## src/rtl/chip_invaders_pkg.sv

```systemverilog
// chip_invaders_pkg: shared sprite state type and sprite dimensions in scale units
package chip_invaders_pkg;
    typedef enum logic [1:0] {IDLE, FALLING, EXPLODING} bomb_state_t;
    localparam int CANNON_W_UNITS = 13;
    localparam int BOMB_W_UNITS = 1;
    localparam int BOMB_H_UNITS = 3;
endpackage

```

## src/rtl/alien_bomb_slot.sv

```systemverilog
// alien_bomb_slot: one bomb slot - falls per frame, collides, explodes and draws itself
module alien_bomb_slot
    import chip_invaders_pkg::*;
#(
    parameter int CANNON_Y = 470,
    parameter int LOWER_BORDER = 480,
    parameter int SCALING = 4,
    parameter int BOMB_SPEED = 2,
    parameter int EXPLODE_FRAMES = 8
) (
    input  logic       clock,
    input  logic       reset_n,
    input  logic       tick,
    input  logic       load,
    input  logic [9:0] load_x,
    input  logic [9:0] load_y,
    input  logic [9:0] cannon_x,
    input  logic [9:0] hpos,
    input  logic [9:0] vpos,
    input  logic       hit_shield,
    output logic       idle,
    output logic       falling,
    output logic       cannon_hit,
    output logic       pixel
);
    localparam int CW = $clog2(EXPLODE_FRAMES + 2);
    localparam logic [10:0] BOMB_W = 11'(BOMB_W_UNITS * SCALING);
    localparam logic [10:0] BOMB_H = 11'(BOMB_H_UNITS * SCALING);
    localparam logic [10:0] CANNON_W = 11'(CANNON_W_UNITS * SCALING);
    localparam logic [10:0] BLAST_L = 11'(SCALING);
    localparam logic [10:0] BLAST_R = 11'(2 * SCALING);
    localparam logic [10:0] SPEED = 11'(BOMB_SPEED);
    localparam logic [10:0] CANNON_TOP = 11'(CANNON_Y);
    localparam logic [10:0] BOTTOM = 11'(LOWER_BORDER);

    bomb_state_t state, state_n;
    logic [9:0] x, y, x_n, y_n;
    logic [CW-1:0] cnt, cnt_n;
    logic [10:0] x11, y11, cx11, h11, v11, blast_left;
    logic over_cannon, in_rows;

    // all arithmetic is 11 bits wide so sums near the bottom of the screen never wrap
    assign x11 = {1'b0, x};
    assign y11 = {1'b0, y};
    assign cx11 = {1'b0, cannon_x};
    assign h11 = {1'b0, hpos};
    assign v11 = {1'b0, vpos};
    assign over_cannon = (y11 + BOMB_H >= CANNON_TOP) && (x11 < cx11 + CANNON_W) && (x11 + BOMB_W > cx11);
    assign cannon_hit = tick && state == FALLING && !hit_shield && over_cannon;
    assign idle = state == IDLE;
    assign falling = state == FALLING;
    assign blast_left = x11 >= BLAST_L ? x11 - BLAST_L : '0;
    assign in_rows = v11 >= y11 && v11 < y11 + BOMB_H;
    assign pixel = in_rows && ((state == FALLING && h11 >= x11 && h11 < x11 + BOMB_W) ||
                               (state == EXPLODING && h11 >= blast_left && h11 < x11 + BLAST_R));

    // slot state, position and explosion counter register
    always_ff @(posedge clock or negedge reset_n) begin
        if (!reset_n) begin
            state <= IDLE;
            x <= '0;
            y <= '0;
            cnt <= '0;
        end else begin
            state <= state_n;
            x <= x_n;
            y <= y_n;
            cnt <= cnt_n;
        end
    end

    // per-frame transitions: shield beats cannon, cannon beats leaving the playfield
    always_comb begin
        state_n = state;
        x_n = x;
        y_n = y;
        cnt_n = cnt;
        if (tick) begin
            case (state)
                IDLE: begin
                    if (load) begin
                        state_n = FALLING;
                        x_n = load_x;
                        y_n = load_y;
                    end
                end
                FALLING: begin
                    if (hit_shield || over_cannon) begin
                        state_n = EXPLODING;
                        cnt_n = CW'(EXPLODE_FRAMES);
                    end else if (y11 + SPEED >= BOTTOM) begin
                        state_n = IDLE;
                    end else begin
                        y_n = 10'(y11 + SPEED);
                    end
                end
                EXPLODING: begin
                    cnt_n = cnt - 1'b1;
                    if (cnt <= CW'(1)) begin
                        state_n = IDLE;
                        cnt_n = '0;
                    end
                end
                default: state_n = IDLE;
            endcase
        end
    end
endmodule

```

## src/rtl/alien_bomb.sv

```systemverilog
// alien_bomb: pool of alien bomb slots with spawn allocation, cooldown, cannon hit and graphics merge
module alien_bomb
    import chip_invaders_pkg::*;
#(
    parameter int NUM_BOMBS = 3,
    parameter int CANNON_Y = 470,
    parameter int LOWER_BORDER = 480,
    parameter int SCALING = 4,
    parameter int BOMB_SPEED = 2,
    parameter int COOLDOWN_FRAMES = 30,
    parameter int EXPLODE_FRAMES = 8
) (
    input  logic                 clock,
    input  logic                 reset_n,
    input  logic [9:0]           vpos,
    input  logic [9:0]           hpos,
    input  logic                 vsync,
    input  logic                 enable,
    input  logic                 spawn_valid,
    input  logic [9:0]           spawn_x,
    input  logic [9:0]           spawn_y,
    output logic                 spawn_ready,
    input  logic [9:0]           cannon_x,
    input  logic [NUM_BOMBS-1:0] hit_shield,
    output logic                 cannon_hit,
    output logic [NUM_BOMBS-1:0] bombs_active,
    output logic                 bomb_gfx
);
    localparam int CDW = $clog2(COOLDOWN_FRAMES + 2);
    // the spawn frame itself counts as the first cooldown frame, so accepts are exactly COOLDOWN_FRAMES apart
    localparam logic [CDW-1:0] CD_LOAD = CDW'(COOLDOWN_FRAMES > 0 ? COOLDOWN_FRAMES - 1 : 0);

    logic vsync_q, frame_tick, accept;
    logic [CDW-1:0] cooldown;
    logic [NUM_BOMBS-1:0] idle, grant, load, hits, pixels;

    assign frame_tick = reset_n && vsync && !vsync_q;
    assign spawn_ready = frame_tick && enable && cooldown == '0 && |idle;
    assign accept = spawn_valid && spawn_ready;
    assign grant = idle & (~idle + 1'b1);
    assign load = accept ? grant : '0;

    // frame edge detect, spawn cooldown and registered hit/graphics outputs
    always_ff @(posedge clock or negedge reset_n) begin
        if (!reset_n) begin
            vsync_q <= 1'b0;
            cooldown <= '0;
            cannon_hit <= 1'b0;
            bomb_gfx <= 1'b0;
        end else begin
            vsync_q <= vsync;
            cannon_hit <= |hits;
            bomb_gfx <= |pixels;
            if (frame_tick)
                cooldown <= accept ? CD_LOAD : (cooldown != '0 ? cooldown - 1'b1 : cooldown);
        end
    end

    for (genvar i = 0; i < NUM_BOMBS; i++) begin : g_slot
        alien_bomb_slot #(
            .CANNON_Y(CANNON_Y),
            .LOWER_BORDER(LOWER_BORDER),
            .SCALING(SCALING),
            .BOMB_SPEED(BOMB_SPEED),
            .EXPLODE_FRAMES(EXPLODE_FRAMES)
        ) u_slot (
            .clock(clock),
            .reset_n(reset_n),
            .tick(frame_tick),
            .load(load[i]),
            .load_x(spawn_x),
            .load_y(spawn_y),
            .cannon_x(cannon_x),
            .hpos(hpos),
            .vpos(vpos),
            .hit_shield(hit_shield[i]),
            .idle(idle[i]),
            .falling(bombs_active[i]),
            .cannon_hit(hits[i]),
            .pixel(pixels[i])
        );
    end
endmodule
```

## config.mk

```make
export PLATFORM = sky130hd
export DESIGN_NAME = alien_bomb
export DESIGN_NICKNAME = d
export VERILOG_FILES = /design/src/rtl/chip_invaders_pkg.sv /design/src/rtl/alien_bomb_slot.sv /design/src/rtl/alien_bomb.sv
export SDC_FILE = /design/constraint.sdc
export NUM_CORES = 1
export LEC_CHECK = 0
export CORE_MARGIN = 2
export CORE_UTILIZATION = 55
export CTS_BUF_LIST = sky130_fd_sc_hd__clkbuf_8
export DETAILED_ROUTE_END_ITERATION = 6
export GPL_TIMING_DRIVEN = 0
export PLACE_DENSITY = 0.74
export SLEW_MARGIN = 10
export SYNTH_ARGS = -nofsm -noshare
export SYNTH_HDL_FRONTEND = slang
export SYNTH_SLANG_ARGS = --single-unit
```

## constraint.sdc

```tcl
create_clock -name clock -period 7 [get_ports clock]
set_input_delay 0.7 -clock clock [delete_from_list [all_inputs] [get_ports clock]]
set_output_delay 0.7 -clock clock [all_outputs]
set_load 0.02 [all_outputs]
```

## Word level (Yosys, flattened, before mapping)

Cells that the tools add are included.

- Register bits: 86
- Bits of input ports: 58
- Output and inout bits: 6
- Logic and storage cells: 218

- Add/sub/neg operators: 21
- $lt $le $gt $ge: 36
- Eq/ne operators: 24
- Muxes and demuxes: 42
- Bitwise gates (word level): 2
- Reductions and logical operators: 77

Operators by type and width:

| kind | number |
|---|---|
| < comparator 10 x 11 -> 1 bit | 12 |
| two-way mux 10 bit | 9 |
| adder 10 x 4 -> 11 bit, second input constant | 6 |
| greater-or-equal comparator 11 x 9 -> 1 bit, second input constant | 6 |
| greater-or-equal comparator 10 bit | 6 |
| case mux 10 bit (2 select lines) | 3 |
| logical AND 1 bit | 39 |
| adder 10 x 2 -> 11 bit, second input constant | 3 |
| adder 10 x 3 -> 11 bit, second input constant | 3 |
| greater-or-equal comparator 10 x 11 -> 1 bit | 3 |
| > comparator 11 x 10 -> 1 bit | 3 |
| two-way mux 11 bit | 3 |
| subtractor 10 x 3 -> 11 bit, second input constant | 3 |
| greater-or-equal comparator 10 x 3 -> 1 bit, second input constant | 3 |
| != test 2 bit, second input constant | 15 |
| two-way mux 2 bit | 12 |
| two-way mux 4 bit | 6 |
| case mux 4 bit (2 select lines) | 3 |
| case mux 2 bit (3 select lines) | 3 |
| AND reduction 3 bit | 6 |
| AND reduction 5 bit | 3 |
| nonzero test 2 bit | 7 |
| <= comparator 4 x 1 -> 1 bit, second input constant | 3 |
| AND reduction 4 bit | 3 |
| other kinds (18) | 39 |

## Logic depth before layout (Yosys ltp)

- Depth in word-level cells: 9
- Gate-level depth with buffers: 17
- Depth with buffers taken out: 15

## Modules after synthesis

From an unflattened synthesis, not the netlist that was laid out.

- Cells, all modules: 1484
- Area total of the unflattened synthesis: 12027.8 µm²

By module, submodules not included:

| module | instances | cells an instance | area an instance (µm²) | seq. area each (µm²) |
|---|---|---|---|---|
| alien_bomb_slot (g_slot[2].u_slot) | 1 | 481 | 3876.2 | 650.6 |
| alien_bomb_slot (g_slot[1].u_slot) | 1 | 483 | 3861.2 | 650.6 |
| alien_bomb_slot (g_slot[0].u_slot) | 1 | 476 | 3853.7 | 650.6 |
| alien_bomb | 1 | 44 | 436.7 | 200.2 |

## Worst setup path after synthesis

OpenSTA, ideal clock, no wires.

- Kind: input to register
- Start point: input cannon_x[2]
- End point: register g_slot[0].u_slot.y[4]
- Library setup time: 140 ps
- Arrival: 3259 ps
- Data required time: 6860 ps
- Path slack: 3601 ps
- Stages: 13
- Buffers on the path: 1
- Cells stage by stage: ha_1 nor3_1 xnor2_1 ha_1 a211o_1 o221ai_1 a21oi_1 o41a_1 a211oi_2 nor2_2 buf_2 a311oi_1 a211oi_1

- Longest elaborated chain between the ends: 7
- Elaborated cells between the ends (all ways): 8
- Those cells by class: add/sub: 1; order compare: 2; eq/ne: 1; reduce/logical: 4

Ends and longest elaborated chain:

| item | RTL line | source |
|---|---|---|
| from (decl) | alien_bomb.sv:23 | `input logic [9:0] cannon_x,` |
| adder 10 x 6 -> 11 bit | alien_bomb_slot.sv:48 | `assign over_cannon = (y11 + BOMB_H >= CANNON_TOP) && (x11 < cx11 + CANNON_W) && (x11 + BOMB_W > cx11);` |
| < comparator 10 x 11 -> 1 bit | alien_bomb_slot.sv:48 |  |
| logical AND 1 bit | alien_bomb_slot.sv:48 |  |
| logical AND 1 bit (*) | alien_bomb_slot.sv:48 |  |
| logical OR 1 bit (*) | alien_bomb_slot.sv:88 | `if (hit_shield \|\| over_cannon) begin` |
| != test 2 bit (no source line) (*) | - |  |
| AND reduction 5 bit (no source line) (*) | - |  |
| to (signal assigned) | alien_bomb_slot.sv:67 | `y <= y_n;` |
| to (decl) | alien_bomb_slot.sv:37 | `logic [9:0] x, y, x_n, y_n;` |

Every way passes the cells marked *; elsewhere a longest branch is shown, timed or not.
A chain may end at the register's enable or synchronous reset.

## Final worst setup path

- Start point: register g_slot[0].u_slot.x[4]
- End point: register bomb_gfx

- Longest elaborated chain between the ends: 8
- Elaborated cells between the ends (all ways): 16
- Those cells by class: add/sub: 3; order compare: 5; mux: 1; reduce/logical: 7

Ends and longest elaborated chain:

| item | RTL line | source |
|---|---|---|
| from (decl) | alien_bomb_slot.sv:37 |  |
| from (signal assigned) | alien_bomb_slot.sv:66 | `x <= x_n;` |
| subtractor 10 x 3 -> 11 bit or greater-or-equal comparator 10 x 3 -> 1 bit (tied branches) | alien_bomb_slot.sv:52 | `assign blast_left = x11 >= BLAST_L ? x11 - BLAST_L : '0;` |
| two-way mux 11 bit | alien_bomb_slot.sv:52 |  |
| greater-or-equal comparator 10 x 11 -> 1 bit | alien_bomb_slot.sv:55 | `(state == EXPLODING && h11 >= blast_left && h11 < x11 + BLAST_R));` |
| logical AND 1 bit (2 in series) | alien_bomb_slot.sv:55 |  |
| logical OR 1 bit (*) | alien_bomb_slot.sv:54 | `assign pixel = in_rows && ((state == FALLING && h11 >= x11 && h11 < x11 + BOMB_W) \|\|` |
| logical AND 1 bit (*) | alien_bomb_slot.sv:54 |  |
| OR reduction 3 bit (*) | alien_bomb.sv:53 | `bomb_gfx <= \|pixels;` |
| to (signal assigned) | alien_bomb.sv:53 |  |
| to (decl) | alien_bomb.sv:27 | `output logic bomb_gfx` |

Marked as above.

==> impl_metrics.ini <==
[min_path]
hold_class = input pin to asynchronous set/reset pin

[global_route]
grt_pass1_vias = 10638
antenna_found_initial = 0
overflow = 0
grt_max_degree = 46
grt_usage_pct = 31.6
grt_first_pass_wirelength_mm = 55.5

[setup_path]
crit_fanout = 8
critical_path_class = register to register
crit_chain = clkbuf_1 > inv_1 > ha_1 > a21boi_0 > nand2_1 > nor2_1 > nor2_1 > ha_1 > nand2b_1 > a211oi_1 > o31ai_1 > a2111oi_0 > o21ai_0 > and4_1 > o221ai_1 > o311ai_0
cp.required_ns = 7.24
slowest_delay_ns = 0.45
setup.worst_path.start_class = register
crit_path_top_delay_cell = a21boi_0
cp_data_arrival_time_ns = 4.59
endpoint_kind = register

[place]
place_congestion = 0.949
hpwl_mm = 27.4
place_area_um2 = 12500
placedCellCount = 1758
place_ws_ns = 2.33
port_buffers = 63

[yosys]
synth_area_um2 = 11500
synth_top_area_share_pct = 27.5
yosys_warnings = 0
synth_cells = 1424
yosys-top-cells-count = 253 x ha_1, 144 x nand2_1, 115 x inv_1
synthesis.nets = 1735
ys_ff_latch = 86
avgSynthCellArea_um2 = 8.08
synth.largest_area_cell = ha_1
synth.most_common_cell = ha_1
synth_edf_count = 0
synth.yosys.seq_area_share_pct = 18.7
async_flop_share_pct = 100
synth.distinct_cells = 86
synthTopCellsByArea = ha_1 28%, dfrtp_1 19%, xnor2_1 4.8%, nand2_1 4.7%, a21oi_1 3.8%
dominantRegCellSynth = dfrtp_1

[run]
max_cap_viol_count = 0

[final_layout]
areaGrowthSynthToFinish_pct = 10.3
final_cells = 1774
antennaDiodeCount = 0
fin_area_um2 = 12700
drive_gt1_share_pct = 4.19
nets = 1810
final_core_util_pct = 62.3
fill_cells = 1837

[die]
start_util_pct = 56.5
ios = 64
die_w_um = 149
coreArea_um2 = 20400
die-area_um2 = 22100
die_h_um = 149
rows = 52

[power]
power_density_nw_per_um2 = 330
leakagePower_nw = 5.84
peakVddDrop_v = 0.000139
p_total_mw = 4.19

[clock_tree]
postCtsSetupRepairBufs = 0
htreeDepth = 3
clock_sinks = 86
clockBufferDepth = 2
cts_resized = 0
insertion_delay_ns = 0.40
cts_tree = done
cts.clk_slew.worst_paths_ns = 0.11
cts_hold_buf = 0
cts_buffers = 9
root_buffer = clkbuf_8

[outcome]
status = complete, no violations

[timing]
max-slew-margin-rel_pct = 23.0
hold_slack_ns = 0.291
min_period_ns = 4.35
drv_slew = 0
rsz0062_at_grt = false
setup_violations = 0
hold_viol = 0
finalCritPeriodShare_pct = 62.2
setup_slack_ns = 2.65
max_clock_freq_mhz = 230
tightestPinTransition_ns = 1.14
setup-tns-final_ns = 0
fin_skew_ns = 0.0149

[detailed_routing]
viasPerCell = 6.28
dr.pass1.iters = 5
num_vias = 11140
drc_errors = 0
drt_wl_total_mm = 34.4
drt_iter0_drc = 809
wire_per_inst_um = 19.4
ant_nets = 0
## sequential cells by signal, summed over array words and instances (netlist names)
signal and cells:
g_slot.u_slot.cnt 12, g_slot.u_slot.x 30, bomb_gfx 1, g_slot.u_slot.y 30, cannon_hit 1, vsync_q 1
g_slot.u_slot.state 6, cooldown 5
## area by class of cell
| type | count | area, µm² | share of cell area, % |
|---|---|---|---|
| Tap cell | 270 | 338 | 2.66 |
| Buffer | 50 | 224 | 1.76 |
| Clock inverter | 7 | 72.6 | 0.572 |
| Sequential cell | 86 | 2150 | 17.0 |
| Inverter | 121 | 454 | 3.58 |
| Clock buffer | 9 | 124 | 0.976 |
| Timing Repair Buffer | 64 | 656 | 5.17 |
| Multi-Input combinational cell | 1167 | 8670 | 68.3 |
## report_power, final
part / switching (mW) / internal (mW) / leakage [nW]
sequential: 0.220 / 0.646 / 0.952
combinational: 1.70 / 1.26 / 4.79
clock: 0.234 / 0.140 / 0.0970
total: 2.15 / 2.04 / 5.84
## layer usage
layer  up-vias  track usage, %  share of wire (%)
li1       5372               -                  -
met1      5277            42.3                 44
met2       403            52.7                 46
met3        88            3.19                6.1
met4         0            12.7                3.8
met5         -               0                  0
## worst max-delay path: cells and delay by family (launching register included)
| family | cells | cell delay [ns] |
|---|---|---|
| flops | 1 | 0.41 |
| fa+ha+maj | 2 | 0.49 |
| buf+inv | 2 | 0.57 |
| simple gates | 5 | 0.84 |
| compound gates | 7 | 1.87 |
## final timing paths
| check | startpoint | to | slack, ns | cells past startpoint |
|---|---|---|---|---|
| setup / recovery | g_slot[0].u_slot.x[4] | bomb_gfx | 2.65 | 16 |
| hold / removal | reset_n | g_slot[0].u_slot.y[7] | 0.29 | 1 |
| setup reg to reg | g_slot[0].u_slot.x[4] | bomb_gfx | 2.65 | 16 |
| hold reg to reg | g_slot[2].u_slot.cnt[1] | g_slot[2].u_slot.cnt[1] | 0.53 | 1 |
| max in group asynchronous | reset_n | g_slot[2].u_slot.x[1] | 6.06 | 2 |
| min in group clock | g_slot[2].u_slot.cnt[1] | g_slot[2].u_slot.cnt[1] | 0.53 | 1 |
## logic make-up after synthesis
family / after synthesis / synth area share (%)
AND/OR/NAND/NOR: 455 / 19.6
adder cells (fa/ha/maj): 253 / 27.5
AO/OA/AOI/OAI: 381 / 22.3
flip-flops: 86 / 18.7
multiplexers: 5 / 0.446
buffers and inverters: 171 / 5.90
XOR/XNOR: 73 / 5.56
## placed cells by master, fill, tap and decap left out, types with 28 or more instances in the layout
master,synthesis,layout
inv_1,115,115
nand2_1,144,144
xnor2_1,63,63
a21oi_1,87,87
o21ai_0,85,85
nor3_1,35,35
dfrtp_1,86,86
nor2_1,88,88
nand4_1,28,28
clkdlybuf4s50_1,0,62
nand3_1,47,47
ha_1,253,253
Note: power is estimated with default switching activity, not from simulation.
